File: src/rtl/rhd_spi_pkg.sv
// Shared definitions for the RHD headstage SPI master: FSM encoding, frame geometry
// and the headstage command word encodings.
package rhd_spi_pkg;

  localparam logic [2:0] ST_IDLE  = 3'd0;
  localparam logic [2:0] ST_SETUP = 3'd1;
  localparam logic [2:0] ST_SHIFT = 3'd2;
  localparam logic [2:0] ST_HOLD  = 3'd3;
  localparam logic [2:0] ST_GAP   = 3'd4;

  localparam int SCLK_DIV  = 4;
  localparam int WORD_BITS = 16;

  localparam logic [15:0] RHD_CALIBRATE = 16'h5500;

  function automatic logic [15:0] rhd_convert(input logic [5:0] ch);
    return {2'b00, ch, 8'h00};
  endfunction

  function automatic logic [15:0] rhd_read(input logic [5:0] reg_addr);
    return 16'hC000 | {2'b00, reg_addr, 8'h00};
  endfunction

  function automatic logic [15:0] rhd_write(input logic [5:0] reg_addr, input logic [7:0] val);
    return 16'h8000 | {2'b00, reg_addr, 8'h00} | {8'h00, val};
  endfunction

endpackage

File: src/rtl/rhd_spi_ddr_capture.sv
// Dual-data-rate MISO capture: delays the FSM's A/B sample strobes by MISO_DELAY
// cycles and shifts MISO, MSB first, into the A and B words.
module rhd_spi_ddr_capture
  import rhd_spi_pkg::*;
#(
  parameter int MISO_DELAY = 0
) (
  input  logic                 clk,
  input  logic                 rst_n,
  input  logic                 strobe_a,
  input  logic                 strobe_b,
  input  logic                 miso,
  output logic [WORD_BITS-1:0] word_a,
  output logic [WORD_BITS-1:0] word_b
);

  // Bit 0 is the undelayed strobe; bit MISO_DELAY is the one that actually samples.
  logic [MISO_DELAY:0]   dly_a, dly_b;
  logic                  en_a, en_b;
  logic [WORD_BITS-1:0]  sh_a, sh_b;

  if (MISO_DELAY == 0) begin : g_nodly
    assign dly_a = strobe_a;
    assign dly_b = strobe_b;
  end else begin : g_dly
    logic [MISO_DELAY-1:0] q_a, q_b;
    always_ff @(posedge clk) begin
      if (!rst_n) begin
        q_a <= '0;
        q_b <= '0;
      end else begin
        q_a <= dly_a[MISO_DELAY-1:0];
        q_b <= dly_b[MISO_DELAY-1:0];
      end
    end
    assign dly_a = {q_a, strobe_a};
    assign dly_b = {q_b, strobe_b};
  end

  assign en_a = dly_a[MISO_DELAY];
  assign en_b = dly_b[MISO_DELAY];

  always_ff @(posedge clk) begin
    if (!rst_n) begin
      sh_a <= '0;
      sh_b <= '0;
    end else begin
      if (en_a) sh_a <= {sh_a[WORD_BITS-2:0], miso};
      if (en_b) sh_b <= {sh_b[WORD_BITS-2:0], miso};
    end
  end

  // Look-ahead view so the final B bit can be loaded on the same edge it is sampled.
  assign word_a = en_a ? {sh_a[WORD_BITS-2:0], miso} : sh_a;
  assign word_b = en_b ? {sh_b[WORD_BITS-2:0], miso} : sh_b;

endmodule

File: src/rtl/rhd_spi_master.sv
// SPI master for one RHD headstage: sends a 16-bit command per frame and returns the
// two DDR result words (A on SCLK-high phase, B on SCLK-low phase) tagged by channel.
module rhd_spi_master
  import rhd_spi_pkg::*;
#(
  parameter int CS_SETUP    = 2,
  parameter int CS_HOLD     = 2,
  parameter int CS_HIGH_MIN = 8,
  parameter int MISO_DELAY  = 0
) (
  input  logic                 clk,
  input  logic                 rst_n,
  input  logic                 cmd_valid,
  output logic                 cmd_ready,
  input  logic [WORD_BITS-1:0] cmd_data,
  input  logic [5:0]           cmd_channel,
  output logic                 CS,
  output logic                 SCLK,
  output logic                 MOSI,
  input  logic                 MISO,
  output logic [5:0]           channel,
  output logic                 rsp_valid,
  output logic [WORD_BITS-1:0] rsp_a,
  output logic [WORD_BITS-1:0] rsp_b,
  output logic [5:0]           rsp_channel,
  output logic                 busy,
  output logic [2:0]           dbg_state
);

  // HOLD must outlast the last (delayed) B sample, which lands at HOLD cycle 1+MISO_DELAY.
  localparam int HOLD_LEN = (CS_HOLD > 2 + MISO_DELAY) ? CS_HOLD : 2 + MISO_DELAY;
  localparam logic [7:0] SETUP_LAST = 8'(CS_SETUP - 1);
  localparam logic [7:0] HOLD_LAST  = 8'(HOLD_LEN - 1);
  localparam logic [7:0] GAP_LAST   = 8'(CS_HIGH_MIN - 1);
  localparam logic [1:0] PH_RISE    = 2'(SCLK_DIV / 2 - 1);
  localparam logic [1:0] PH_LAST    = 2'(SCLK_DIV - 1);

  logic [2:0]           state;
  logic [7:0]           cnt;
  logic [1:0]           phase;
  logic [3:0]           bit_cnt;
  logic [WORD_BITS-1:0] cmd_sh;
  logic                 strobe_a, strobe_b;
  logic [WORD_BITS-1:0] word_a, word_b;

  assign dbg_state = state;

  // A closes each SCLK-high half; B closes the following low half (first period has none).
  assign strobe_a = (state == ST_SHIFT) && (phase == PH_LAST);
  assign strobe_b = ((state == ST_SHIFT) && (phase == PH_RISE) && (bit_cnt != 4'd15)) ||
                    ((state == ST_HOLD) && (cnt == 8'd1));

  rhd_spi_ddr_capture #(.MISO_DELAY(MISO_DELAY)) u_capture (
    .clk      (clk),
    .rst_n    (rst_n),
    .strobe_a (strobe_a),
    .strobe_b (strobe_b),
    .miso     (MISO),
    .word_a   (word_a),
    .word_b   (word_b)
  );

  // Handshake: a command transfers on any rising clk edge where cmd_valid and cmd_ready
  // are both high; cmd_ready is high only in IDLE and the upstream holds its offer.
  always_ff @(posedge clk) begin
    if (!rst_n) begin
      state       <= ST_IDLE;
      cnt         <= '0;
      phase       <= '0;
      bit_cnt     <= '0;
      cmd_sh      <= '0;
      CS          <= 1'b1;
      SCLK        <= 1'b0;
      MOSI        <= 1'b0;
      channel     <= '0;
      rsp_valid   <= 1'b0;
      rsp_a       <= '0;
      rsp_b       <= '0;
      rsp_channel <= '0;
      busy        <= 1'b0;
      cmd_ready   <= 1'b1;
    end else begin
      rsp_valid <= 1'b0;
      case (state)
        ST_IDLE: begin
          if (cmd_valid && cmd_ready) begin
            cmd_sh    <= cmd_data;
            channel   <= cmd_channel;
            CS        <= 1'b0;
            cnt       <= '0;
            busy      <= 1'b1;
            cmd_ready <= 1'b0;
            state     <= ST_SETUP;
          end
        end
        ST_SETUP: begin
          if (cnt == SETUP_LAST) begin
            phase   <= '0;
            bit_cnt <= 4'd15;
            MOSI    <= cmd_sh[WORD_BITS-1];
            state   <= ST_SHIFT;
          end else begin
            cnt <= cnt + 8'd1;
          end
        end
        ST_SHIFT: begin
          phase <= phase + 2'd1;
          if (phase == PH_RISE) SCLK <= 1'b1;
          if (phase == PH_LAST) begin
            SCLK <= 1'b0;
            if (bit_cnt == 4'd0) begin
              cnt   <= '0;
              state <= ST_HOLD;
            end else begin
              bit_cnt <= bit_cnt - 4'd1;
              cmd_sh  <= {cmd_sh[WORD_BITS-2:0], 1'b0};
              MOSI    <= cmd_sh[WORD_BITS-2];
            end
          end
        end
        ST_HOLD: begin
          if (cnt == HOLD_LAST) begin
            rsp_a       <= word_a;
            rsp_b       <= word_b;
            rsp_channel <= channel;
            rsp_valid   <= 1'b1;
            CS          <= 1'b1;
            MOSI        <= 1'b0;
            cnt         <= '0;
            state       <= ST_GAP;
          end else begin
            cnt <= cnt + 8'd1;
          end
        end
        ST_GAP: begin
          if (cnt == GAP_LAST) begin
            busy      <= 1'b0;
            cmd_ready <= 1'b1;
            state     <= ST_IDLE;
          end else begin
            cnt <= cnt + 8'd1;
          end
        end
        default: begin
          CS        <= 1'b1;
          SCLK      <= 1'b0;
          busy      <= 1'b0;
          cmd_ready <= 1'b1;
          state     <= ST_IDLE;
        end
      endcase
    end
  end

endmodule
File: config.mk
export PLATFORM = sky130hd
export DESIGN_NAME = rhd_spi_master
export DESIGN_NICKNAME = d
export VERILOG_FILES = /design/src/rtl/rhd_spi_pkg.sv /design/src/rtl/rhd_spi_ddr_capture.sv /design/src/rtl/rhd_spi_master.sv
export SDC_FILE = /design/constraint.sdc
export NUM_CORES = 1
export LEC_CHECK = 0
export CAP_MARGIN = 40
export CORE_MARGIN = 10
export CORE_UTILIZATION = 53
export DETAILED_ROUTE_END_ITERATION = 10
export MAX_ROUTING_LAYER = met4
export PLACE_DENSITY = 0.87
export SYNTH_ARGS = -nofsm -noshare
export SYNTH_HDL_FRONTEND = slang
export SYNTH_SLANG_ARGS = --single-unit
File: constraint.sdc
create_clock -name clk -period 2.4 [get_ports clk]
set_input_delay 0.48 -clock clk [delete_from_list [all_inputs] [get_ports clk]]
set_output_delay 0.48 -clock clk [all_outputs]
set_load 0.005 [all_outputs]
==> qor.csv, run 1 <==
metric;value;unit
Setup Buffers After CTS;0;
fmax;441;MHz
crit path buf inv count;1;
die area;0.0132;sq mm
post_cts resized;0;
slowest CP cell;dfxtp_1;
Setup violations, final;0;
Filler cells;631;
post-route cell area;0.00624;sq mm
total wire length;11600;um
Worst setup EP type;output port;
Worst slew margin;0.577;
initial drt markers;231;
I/O pin count;79;
DR vias;3965;
vias in the first global route;3989;
hold slack;0.454;ns
Mapped Cells;522;
Yosys top cell area share;0.478;
DIE WIDTH;115;um
fin crit period;2.27;ns
status;finished, final reports clean;
largest net degree at the start of global routing;38;
Root Buffer;clkbuf_8;
setup_tns;0;ns
Critical Path AT;1.79;ns
Worst-path clk slew;0.05;ns
CTS Buf Count;17;
synth warn;0;
die span in y;115;um
top cells by area, synth;dfxtp_1 (48%), mux2i_1 (8.0%), nand2_1 (6.4%);
CTS sink count;114;
cell area after placement;0.00559;sq mm
antenna violations before repair;0;
Worst Tran Pin Value;0.633;ns
final net count;628;
Power Density;819;mW/mm^2
area of the multi-input gates;0.00224;sq mm
Hold Path Cell Cnt;2;
# diodes;0;
share of layout cells above drive strength 1;0.100;
Setup Skew;0.0114;ns
Final Max Slew Viols;0;
site row count;34;
core area;0.00876;sq mm
Synth Register Bits;114;
Peak VDD IR;0.477;mV
first-pass GRT wire length;19600;um
gr usage total;0.185;
synthesized area per cell;9.15;sq um
Post-DRT Antenna Nets;0;
final weighted congestion in routability-driven placement;0.797;
hold buffer count at CTS;0;
Initial Util;0.545;
Critical Path Stages;1;
CTS tree;yes;
First-pass DRT Iterations;5;
fin crit share;0.944;
post-synthesis sequential area ratio;0.478;
wire per inst;16.3;um
maxcap violations;0;
Worst Setup Start Kind;flop;
Bufs on Longest Clock Path;2;
flip-flop and latch area;0.00228;sq mm
# DRC;0;
syn nets;555;
critical path class;flop to output port;
Hold Fails Final Rpt;0;
RSZ-0062 raised after global routing;false;
routed vias/inst;5.55;
Min-Delay Path Class;flop to flop;
largest area contributor in the netlist;dfxtp_1;
H-tree levels;4;
hpwl dp;7550;um
Port Buffers;78;
post-synthesis instance area;0.00477;sq mm
worst stage delay on the critical path;0.64;ns
Worst Path Max Fanout;14;
area grow syn2layout;30.6;%
Leak;2.19;nW
CP cell instances;clkdlybuf4s50_1;
R2R cell count;7;
Crit path max-delay family;flip-flops;
gr ovfl total;0;
distinct cell type count after synthesis;58;
latest clock arrival within the worst-skew pair;0.52;ns
Critical Path RT;1.92;ns
-- worst register-to-register path, stage by stage (launching register included) --
cell	delay, ns
dfxtp_1	0.44
ha_1	0.20
nor2b_1	0.25
nand4_4	0.22
nor2_4	0.37
buf_12	0.24
nor2_1	0.07
a211oi_1	0.25
-- registers in the layout, indices dropped and copies added, names as in the netlist --
name            flops
MOSI                1
SCLK                1
channel             6
rsp_valid           1
u_capture.sh_b     15
u_capture.sh_a     16
CS                  1
dbg_state           3
cnt                 8
cmd_ready           1
rsp_a              16
bit_cnt             4
rsp_b              16
phase               2
busy                1
rsp_channel         6
cmd_sh             16
-- report_power, final --
part | leakage (nW) | internal, mW | switching, mW
Combinational | 0.951 | 0.165 | 0.183
Sequential | 0.923 | 1.95 | 0.0421
Clock | 0.314 | 1.92 | 0.851
-- synthesized netlist by cell type (all sizes together) --
| cell type | n |
|---|---|
| xnor2 | 1 |
| a41o | 1 |
| buf | 19 |
| clkbuf | 19 |
| nor2b | 20 |
| o22ai | 6 |
| or2 | 4 |
| a2111oi | 1 |
| nor3 | 4 |
| o211a | 2 |
| a21boi | 4 |
| nand2 | 82 |
| o32ai | 1 |
| nand4 | 1 |
| a311oi | 16 |
| o31ai | 1 |
| a41oi | 1 |
| nor2 | 61 |
| a21oi | 37 |
| nor3b | 2 |
| mux2i | 39 |
| o21ai | 2 |
| o311a | 1 |
| and3 | 2 |
| nand2b | 4 |
| and2 | 1 |
| nand4b | 1 |
| or2b | 1 |
| dfxtp | 114 |
| o2111ai | 1 |
| a211oi | 15 |
| and4b | 1 |
| and4bb | 2 |
| a21o | 1 |
| o211ai | 1 |
| nand3 | 25 |
| a31oi | 1 |
| ha | 7 |
| or3b | 1 |
| inv | 9 |
| o21a | 2 |
| nor4b | 1 |
| or3 | 7 |
-- layout by cell type (no fill, tap or decap), drive strengths merged, types with 6 or more instances in the layout --
cell type | synthesis | final
a21oi | 37 | 37
clkbuf | 19 | 22
a211oi | 15 | 15
nor2 | 61 | 61
o22ai | 6 | 6
or3 | 7 | 7
mux2i | 39 | 39
nor2b | 20 | 20
nand3 | 25 | 25
bufinv | 0 | 6
ha | 7 | 7
clkdlybuf4s50 | 0 | 78
buf | 19 | 14
nand2 | 82 | 82
a311oi | 16 | 16
inv | 9 | 10
dfxtp | 114 | 114
-- kinds of logic after synthesis --
group / synth area share
flip-flops: 0.478
multiplexers: 0.0844
buffers and inverters: 0.0524
AND/OR/NAND/NOR: 0.226
AO/OA/AOI/OAI: 0.139
adder cells (fa/ha/maj): 0.0183
XOR/XNOR: 0.00183
-- worst paths after layout --
check | end | from | slack (ns)
setup / recovery | dbg_state[2] | dbg_state[2]$_SDFFE_PN0P_ | 0.13
hold / removal | rsp_b[8]$_SDFFE_PN0P_ | rsp_b[8]$_SDFFE_PN0P_ | 0.45
setup reg to reg | rsp_a[13]$_SDFFE_PN0P_ | cnt[0]$_SDFFE_PN0P_ | 0.27
hold reg to reg | rsp_b[8]$_SDFFE_PN0P_ | rsp_b[8]$_SDFFE_PN0P_ | 0.45
-- cell type report --
type,count,area share
Tap cell,108,0.0217
Clock buffer,22,0.0710
Sequential cell,114,0.366
Inverter,9,0.00542
Multi-Input combinational cell,361,0.359
Clock inverter,9,0.0325
Timing Repair Buffer,92,0.144
-- layer usage --
layer,up-vias,track usage,routed length [um]
li1,1957,-,-
met1,1891,0.206,4810
met2,109,0.305,5930
met3,8,0.0568,826
met4,0,0.0693,67
met5,-,-,0
-- per-stage QoR --
step | power (mW) | std cells | util | worst slack (ns)
2_1_floorplan | 2.24 | 522 | - | 0.559
3_3_place_gp | 2.35 | 684 | 0.638 | 0.390
3_5_place_dp | 2.37 | 684 | 0.638 | 0.250
4_1_cts | 5.14 | 715 | 0.712 | 0.119
5_1_grt | 5.26 | 715 | 0.712 | 0.0433
6_report | 5.11 | 715 | 0.712 | 0.133
No activity file was read; power rests on OpenSTA's default activity.
==> run 2, diff against run 1 <==
--- a/config.mk
+++ b/config.mk
@@ -9,6 +9,7 @@
 export CORE_MARGIN = 10
 export CORE_UTILIZATION = 53
 export DETAILED_ROUTE_END_ITERATION = 10
+export GPL_ROUTABILITY_DRIVEN = 0
 export MAX_ROUTING_LAYER = met4
 export PLACE_DENSITY = 0.87
 export SYNTH_ARGS = -nofsm -noshare
==> results of run 2 <==
No change in the layout: final DEF, timing and power equal those of run 1.
==> run 3, diff against run 2 <==
--- a/config.mk
+++ b/config.mk
@@ -9,7 +9,6 @@
 export CORE_MARGIN = 10
 export CORE_UTILIZATION = 53
 export DETAILED_ROUTE_END_ITERATION = 10
-export GPL_ROUTABILITY_DRIVEN = 0
 export MAX_ROUTING_LAYER = met4
 export PLACE_DENSITY = 0.87
 export SYNTH_ARGS = -nofsm -noshare
==> results of run 3 <==
No change in the layout: final DEF, timing and power equal those of run 1.
